`config.mk`:
```
export PLATFORM = sky130hd
export DESIGN_NAME = hazard_sequencer
export DESIGN_NICKNAME = d
export VERILOG_FILES = /design/src/rtl/hazard_sequencer.sv
export SDC_FILE = /design/constraint.sdc
export NUM_CORES = 1
export LEC_CHECK = 0
export ABC_AREA = 1
export BUFFER_PORTS_ARGS = -buffer_cell sky130_fd_sc_hd__clkbuf_2
export CAP_MARGIN = 10
export CORE_MARGIN = 1.5
export CORE_UTILIZATION = 32
export CTS_CLUSTER_SIZE = 25
export DETAILED_ROUTE_END_ITERATION = 10
export PLACE_DENSITY = 0.5
export SLEW_MARGIN = 20
export SYNTH_ARGS = -nofsm -noshare
export SYNTH_HDL_FRONTEND = slang
export SYNTH_SLANG_ARGS = --single-unit
```
`constraint.sdc`:
```
create_clock -name clk -period 2.1 [get_ports clk]
set_clock_uncertainty 0.2 [all_clocks]
set_input_delay 0.315 -clock clk [delete_from_list [all_inputs] [get_ports clk]]
set_output_delay 0.315 -clock clk [all_outputs]
set_load 0.05 [all_outputs]
```
`src/rtl/hazard_sequencer.sv`:
```
// Pipeline sequencer for the 5-stage core: tracks in-flight writers in a shadow EX/MEM/WB
// pipe and drives PC / IF-ID / ID-EX enables, flush, freeze and halt drain.
module hazard_sequencer #(
  parameter int REG_ADDR_W = 3,
  parameter int FORWARDING = 1,
  parameter int CNT_W      = 16
) (
  input  logic                  clk,
  input  logic                  rst,
  input  logic                  id_valid,
  input  logic [REG_ADDR_W-1:0] id_rs,
  input  logic                  id_rs_use,
  input  logic [REG_ADDR_W-1:0] id_rt,
  input  logic                  id_rt_use,
  input  logic                  id_reg_write,
  input  logic [REG_ADDR_W-1:0] id_wr_reg,
  input  logic                  id_mem_read,
  input  logic                  id_halt,
  input  logic                  ex_redirect,
  input  logic                  mem_busy,
  output logic                  pc_en,
  output logic                  ifid_en,
  output logic                  ifid_flush,
  output logic                  idex_bubble,
  output logic                  pipe_freeze,
  output logic                  halted,
  output logic [CNT_W-1:0]      stall_count
);

  typedef struct packed {
    logic                  valid;
    logic                  wr;
    logic [REG_ADDR_W-1:0] rd;
    logic                  ld;
  } stage_t;

  typedef enum logic [1:0] {RUN, DRAIN, HALTED} state_t;

  state_t state, state_nxt;
  stage_t ex_q, mem_q, wb_q, id_ent, ex_d;
  logic   match_ex, match_mem, hazard;
  logic   advance, stall_inc;

  assign match_ex  = ex_q.valid & ex_q.wr &
                     ((id_rs_use & (id_rs == ex_q.rd)) | (id_rt_use & (id_rt == ex_q.rd)));
  assign match_mem = mem_q.valid & mem_q.wr &
                     ((id_rs_use & (id_rs == mem_q.rd)) | (id_rt_use & (id_rt == mem_q.rd)));

  generate
    if (FORWARDING != 0) begin : g_fwd
      // Only a load in EX cannot be forwarded in time.
      assign hazard = id_valid & match_ex & ex_q.ld;
    end else begin : g_nofwd
      assign hazard = id_valid & (match_ex | match_mem);
    end
  endgenerate

  assign id_ent = '{valid: id_valid, wr: id_reg_write, rd: id_wr_reg, ld: id_mem_read};
  assign ex_d   = advance ? id_ent : '0;

  always_comb begin
    state_nxt   = state;
    pc_en       = 1'b0;
    ifid_en     = 1'b0;
    ifid_flush  = 1'b0;
    idex_bubble = 1'b0;
    pipe_freeze = 1'b0;
    halted      = 1'b0;
    advance     = 1'b0;
    stall_inc   = 1'b0;
    if (!rst) begin
      ifid_flush  = 1'b1;
      idex_bubble = 1'b1;
    end else begin
      case (state)
        RUN: begin
          if (mem_busy) begin
            pipe_freeze = 1'b1;
            stall_inc   = 1'b1;
          end else if (ex_redirect) begin
            pc_en       = 1'b1;
            ifid_en     = 1'b1;
            ifid_flush  = 1'b1;
            idex_bubble = 1'b1;
          end else if (hazard) begin
            idex_bubble = 1'b1;
            stall_inc   = 1'b1;
          end else if (id_valid && id_halt) begin
            advance     = 1'b1;
            stall_inc   = 1'b1;
            state_nxt   = DRAIN;
          end else begin
            pc_en       = 1'b1;
            ifid_en     = 1'b1;
            advance     = 1'b1;
          end
        end
        DRAIN: begin
          idex_bubble = 1'b1;
          if (mem_busy) pipe_freeze = 1'b1;
          // After this shift ex gets a bubble, mem gets ex, wb gets mem.
          else if (!ex_q.valid && !mem_q.valid) state_nxt = HALTED;
        end
        HALTED: begin
          halted      = 1'b1;
          idex_bubble = 1'b1;
        end
        default: state_nxt = RUN;
      endcase
    end
  end

  always_ff @(posedge clk) begin
    if (!rst) begin
      state       <= RUN;
      ex_q        <= '0;
      mem_q       <= '0;
      wb_q        <= '0;
      stall_count <= '0;
    end else begin
      state <= state_nxt;
      if (!pipe_freeze) begin
        ex_q  <= ex_d;
        mem_q <= ex_q;
        wb_q  <= mem_q;
      end
      if (stall_inc && (stall_count != {CNT_W{1'b1}}))
        stall_count <= stall_count + CNT_W'(1);
    end
  end

  // WB writes through the register file, so it is tracked but never consulted for hazards.
  logic unused;
  assign unused = ^{wb_q, mem_q.ld, ex_q.ld, match_mem};

endmodule

```
==> results of run 1 <==
[metrics by stage]
stage | util (%) | hold WS (ps) | TNS (ps) | std cells | area, sq um
detailed placement | 38.92 | 248.6 | 0 | 395 | 2001
CTS | 41.24 | 38.15 | -17.31 | 401 | 2120
floorplan | - | 227.9 | -166.8 | 289 | 1724
global placement | 38.92 | 245.2 | 0 | 395 | 2001
global route | 42.48 | 50.40 | -356.8 | 404 | 2183
finish | 42.48 | 50.39 | -31.02 | 404 | 2183
[layout by cell type, fill, tap and decap left out, types with 2 or more instances in the layout]
cell,Yosys,final
clkbuf_2,0,36
o21ai_1,0,2
nor2_2,2,4
clkbuf_8,0,4
nor3_1,3,3
buf_8,0,3
o22ai_1,4,4
nor2_1,36,33
dfxtp_2,0,4
nor4_1,2,2
inv_1,69,65
nand2_2,3,10
ha_1,5,3
nand3_1,19,19
o21ai_0,5,3
inv_2,2,6
nand2_1,75,68
a21oi_1,5,4
buf_4,2,10
nand4_1,17,17
dfxtp_1,25,20
[worst max path at each step]
stage	to	slack (ps)	cells after the start
floorplan	pc_en	-170	12
CTS	idex_bubble	-10	11
global placement	stall_count[0]	130	15
finish	idex_bubble	-30	11
global route	idex_bubble	-180	11
detailed placement	stall_count[0]	110	16
[worst register-to-register path, stage by stage, from the launching register on]
cell and delay, ps:
dfxtp_2 350, ha_1 220, nand2_1 80, inv_1 60
nand2_2 70, nor2_1 40, nand3_1 210, inv_1 130
nor3_1 200, nand3_1 110, nand2_1 70, inv_1 30
nor2_1 80
[flip-flops by register name, summed over array words and instances, names as in the netlist]
register,cells
ex_q,6
stall_count,16
mem_q,1
state,2
[cell families after synthesis]
| logic type | count (synthesis) | share of synthesized area (%) |
|---|---|---|
| compound gates | 15 | 4.727 |
| xor+xnor | 2 | 1.018 |
| fa+ha+maj | 5 | 3.636 |
| buf+inv | 82 | 19.93 |
| flops | 25 | 29.09 |
| simple gates | 160 | 41.60 |
[routing by layer]
metal / vias to the layer above / track usage [%] / part of all wire [%]
li1: 974 / - / -
met1: 765 / 18.09 / 49
met2: 25 / 24.82 / 47
met3: 2 / 3.473 / 3.1
met4: 0 / 3.333 / 0.70
met5: - / 0 / 0
[what timing repair did]
item                       in CTS  in global routing
buffers inserted                2                  3
setup endpoints to repair       4                 19
resized for setup              16                 19
pin swaps                       1                  8
[power breakdown]
group	internal (mW)	leakage, nW	switching, mW
combinational	0.134	0.899	0.231
sequential	0.496	0.205	0.0175
clock	0.135	0.0217	0.170
total	0.764	1.13	0.418
[layout make-up]
| cell class | instances | area (sq um) | share of cell area [%] |
|---|---|---|---|
| flip-flops and latches | 25 | 509.2 | 23.32 |
| clock inverters | 1 | 7.507 | 0.3438 |
| multi-input cells | 182 | 925.9 | 42.41 |
| repair buffers | 52 | 345.3 | 15.82 |
| clock buffers | 3 | 41.29 | 1.891 |
| well taps | 70 | 87.58 | 4.011 |
| inverters | 71 | 266.5 | 12.21 |
==> metrics.txt, run 1 <==
IO Port Bufs=40; post-DP HPWL=2.884 mm; share of layout cells above drive strength 1=between 20% and 30%; die area=between 5000 and 6000 sq um; worst path arrival time=approximately 1600 ps; Max IR drop VDD=0.4517 mV; Setup WS post-layout=-31.02 ps; antenna violations before repair=0; Max FO, Critical Path=3; CP max stage cell=dfxtp_2; R2R Setup Slk=between 150 and 200 ps; HP Start=id_wr_reg[2]; IO Pins=41; Yosys reg bits=25; Via density=4.371; H-tree Lvls=1; Setup crit start=ex_q[3]; RR Startpoint=stall_count[0]; Final Max Tran Viols=0; latest clock arrival within the worst-skew pair=around 270 ps; area delta synth->final=26.91%; Worst Hold End=ex_q[3]; Worst Max-Slew Pin Slew=346.9 ps; nets=359; worst path cell trace=inv_2 -> nand2_2 -> nand2_2 -> nor2_2 -> nand2_1 -> nand2_2 -> nand2_2 -> nand2_2 -> a31oi_1 -> o21ai_1 -> clkbuf_8; Hold Crit Class=input pin to flip-flop; cts bufs inserted=3; status=finished with violations; CP peak stage delay=between 300 and 400 ps; vias in the first global route=1633; total grt overflow=0; Clock Path Buffers=2; Crit. End Element=output pin; root buffer cell=clkbuf_8; top-count cell post-synth=nand2_1; final hold viol count=0; Final Power=1.182 mW; GRT Overall Usage=14.41%; worst r2r dst=stall_count[8]; CP top delay family=simple AND/OR/NAND/NOR gates; yosys warns=0; Fill cells=602; failing checks=negative setup slack; Routed WL per cell=roughly 9.6 um; r2r worst-path depth=12; Ant. Diodes=0; fin crit share=101.5%; Worst Setup Start Kind=flip-flop; predominant post-synthesis flop cell=dfxtp_1; FMAX=469.3 MHz; Post-DRT Antenna Nets=0; Post-Syn Nets=313; CTS clk-pin slew, worst paths=90 ps; Bufs and invs on worst path=2; largest net degree at the start of global routing=30; CTS tree=built; Pleak=1.126 nW; Post-Syn Area=1720 sq um; Post-synth EDFFs=0; Die W=76.32 um; asr flop ratio synth=0%; Min-Delay Path Depth=3; synth cell count leaders=75 x nand2_1, 69 x inv_1, 36 x nor2_1, 25 x dfxtp_1, 19 x nand3_1; first-pass GRT wire length=6.989 mm; Initial Util=33.47%; most frequent CP cell=nand2_2; Post-Syn Instances=289; Synth Area per Inst=5.953 sq um; Seq/Total Area, Yosys=29.09%; Worst slew margin=76.66%; initial DRC count=84; Crit Path Category=flip-flop to output pin; Cell variety after synth=25; leading area contributor after synthesis=dfxtp_1; clk sinks=25; total wire length=3.869 mm; RSZ-0062 raised after global routing=yes; final routed DRC violation total=0; first-pass iteration count of the detailed router=4; cts hold-fix bufs=0; # setup viols final=1; Vias=1766; chip height=76.32 um; top-area cell type share of the netlist area=29.09%; pwr/cell area=~540 nW/um^2; Synth area leaders=dfxtp_1 29%, nand2_1 16%, inv_1 15%, nor2_1 7.9%, nand4_1 6.2%; post-layout min period=2131 ps; pre-CTS setup slack=~110 ps; Rows=26; Core ar.=5140 sq um; CP required=1580 ps; Max Cap Violations=0; GP Congestion=0.8164
No activity file was read; power rests on OpenSTA's default activity.
==> run 2, diff against run 1 <==
CORE_ASPECT_RATIO = 0.6   (was not set)
CORE_MARGIN = not set   (was 1.5)
SKIP_CTS_REPAIR_TIMING = 1   (was not set)
==> run 2 against run 1 <==
The run now ends clean. Via count decreased by 1.6%. Sequential share of layout area increased by 0.14 points. Total power decreased by 2.1%. Maximum frequency increased by 2.9%. Utilization decreased by 0.17 points. Register-to-register slack got worse by 20 ps. Die area decreased by 2.4%. Largest power group unchanged. Clock-buffer cell count increased by 1. First-iteration DRC count decreased by 31%.
==> metrics.txt, run 2 (same netlist as run 1, synthesis figures left out) <==
grt met1 use=21.68%; Final Instance Area=2160 sq um; Core ar.=5105 sq um; Max IR drop VDD=0.2094 mV; biggest regs=stall_count (16), ex_q (6), state (2); worst path arrival time=1560 ps; initial DRC count=58; CP required=1580 ps; Pleak=between 1 and 1.5 nW; most frequent cells in the layout=70 x nand2_1, 65 x inv_1, 36 x clkbuf_2; CTS clk-pin slew, worst paths=around 90 ps; max FFs per register=16; post-DP HPWL=2.972 mm; clk sinks=25; Crit. End Element=output pin; Crit Path Category=flip-flop to output pin; RSZ-0062 raised after global routing=yes; fin crit share=98.66%; grt peak-use layer=met1; Initial Util=33.70%; H-tree Lvls=1; Setup WS post-layout=between 20 and 30 ps; Biggest register=stall_count; Worst Max-Slew Pin Slew=around 420 ps; vias in the first global route=around 1400; CTS tree=built; latest clock arrival within the worst-skew pair=270 ps; Die W=96.66 um; cts bufs inserted=3; Worst slew margin=71.89%; met3 Usage GRT=under 10%; Fill cells=585; nets=356; pre-CTS setup slack=67.83 ps; Post-DRT Antenna Nets=0; Cell Area, Placed=~2000 sq um; Max FO, Critical Path=3; IO Port Bufs=40; total grt overflow=0; share of layout cells above drive strength 1=between 20% and 30%; met2 GRT Util=20.32%; die area=5683 sq um; final hold viol count=0; Worst Setup Start Kind=flip-flop; status=finished, final reports clean; Routed WL per cell=approximately 10 um; Hold Crit Class=input pin to flip-flop; setup TNS=0 ps; Max Cap Violations=0; total wire length=between 3 and 4 mm; antenna violations before repair=0; final routed DRC violation total=0; chip height=between 50 and 60 um; area delta synth->final=25.53%; Ant. Diodes=0; Clock Path Buffers=2; most common cell after layout, fill and taps aside=nand2_1; largest net degree at the start of global routing=30; post-layout min period=2072 ps; GP Congestion=0.7134; Vias=1737; Rows=20; FMAX=482.7 MHz; GRT Overall Usage=14.32%; Via density=4.375; root buffer cell=clkbuf_8; first-pass iteration count of the detailed router=4; Final Max Tran Viols=0; first-pass GRT wire length=6.575 mm; IO Pins=between 40 and 50; # setup viols final=0; pwr/cell area=536.0 nW/um^2
[run 2: cell count changes in the layout (fill, tap and decap cells not counted), moves of 2 or more]
| cell | before | now |
|---|---|---|
| buf_8 | 3 | 0 |
| buf_6 | 1 | 4 |
| nand2_2 | 10 | 7 |
| buf_4 | 10 | 8 |
| nand2_1 | 68 | 70 |
[run 2: per-stage QoR]
stage	util, %	hold slack (ps)	total power [mW]	cells
3_5_place_dp	38.95	250.6	0.8350	390
6_report	42.30	53.30	1.158	397
3_3_place_gp	38.95	252.5	0.8359	390
4_1_cts	39.83	54.40	1.138	394
2_1_floorplan	-	227.9	0.7592	289
5_1_grt	42.30	51.18	1.232	397
[run 2: cell type report]
cell class                      count  area, sq um  share of cell area, %
Multi-Input combinational cell    182        953.4                  44.15
Inverter                           71        266.5                  12.34
Timing Repair Buffer               49        305.3                  14.14
Sequential cell                    25        506.7                  23.46
Tap cell                           66        82.58                  3.824
Clock buffer                        4        45.04                  2.086
[run 2: power by group]
| part | total [mW] | internal [mW] | switching (mW) |
|---|---|---|---|
| Clock | 0.296 | 0.136 | 0.160 |
| Sequential | 0.514 | 0.496 | 0.0175 |
| Combinational | 0.347 | 0.121 | 0.227 |
[run 2: metal layers]
metal	part of all wire [%]	vias to the layer above
met5	0	-
met4	0	0
met3	6.9	0
met2	38	44
met1	55	726
li1	-	967
[run 2: path summary, 6_finish.rpt]
path | startpoint | endpoint | slack [ps] | cells past startpoint
min | id_wr_reg[2] | ex_q[3] | 50 | 3
max | ex_q[3] | idex_bubble | 30 | 11
min reg2reg | ex_q[0] | ex_q[0] | 270 | 2
max reg2reg | stall_count[0] | stall_count[4] | 170 | 13
[run 2: worst max-delay path: stages, from the launching register on]
cell	delay (ps)
dfxtp_2	350
inv_2	50
nand2_2	40
nand2_1	40
nor2_1	90
nand2_1	70
nand2_2	100
nand2_4	60
nand2_2	70
a31oi_1	70
o21ai_1	180
buf_6	180
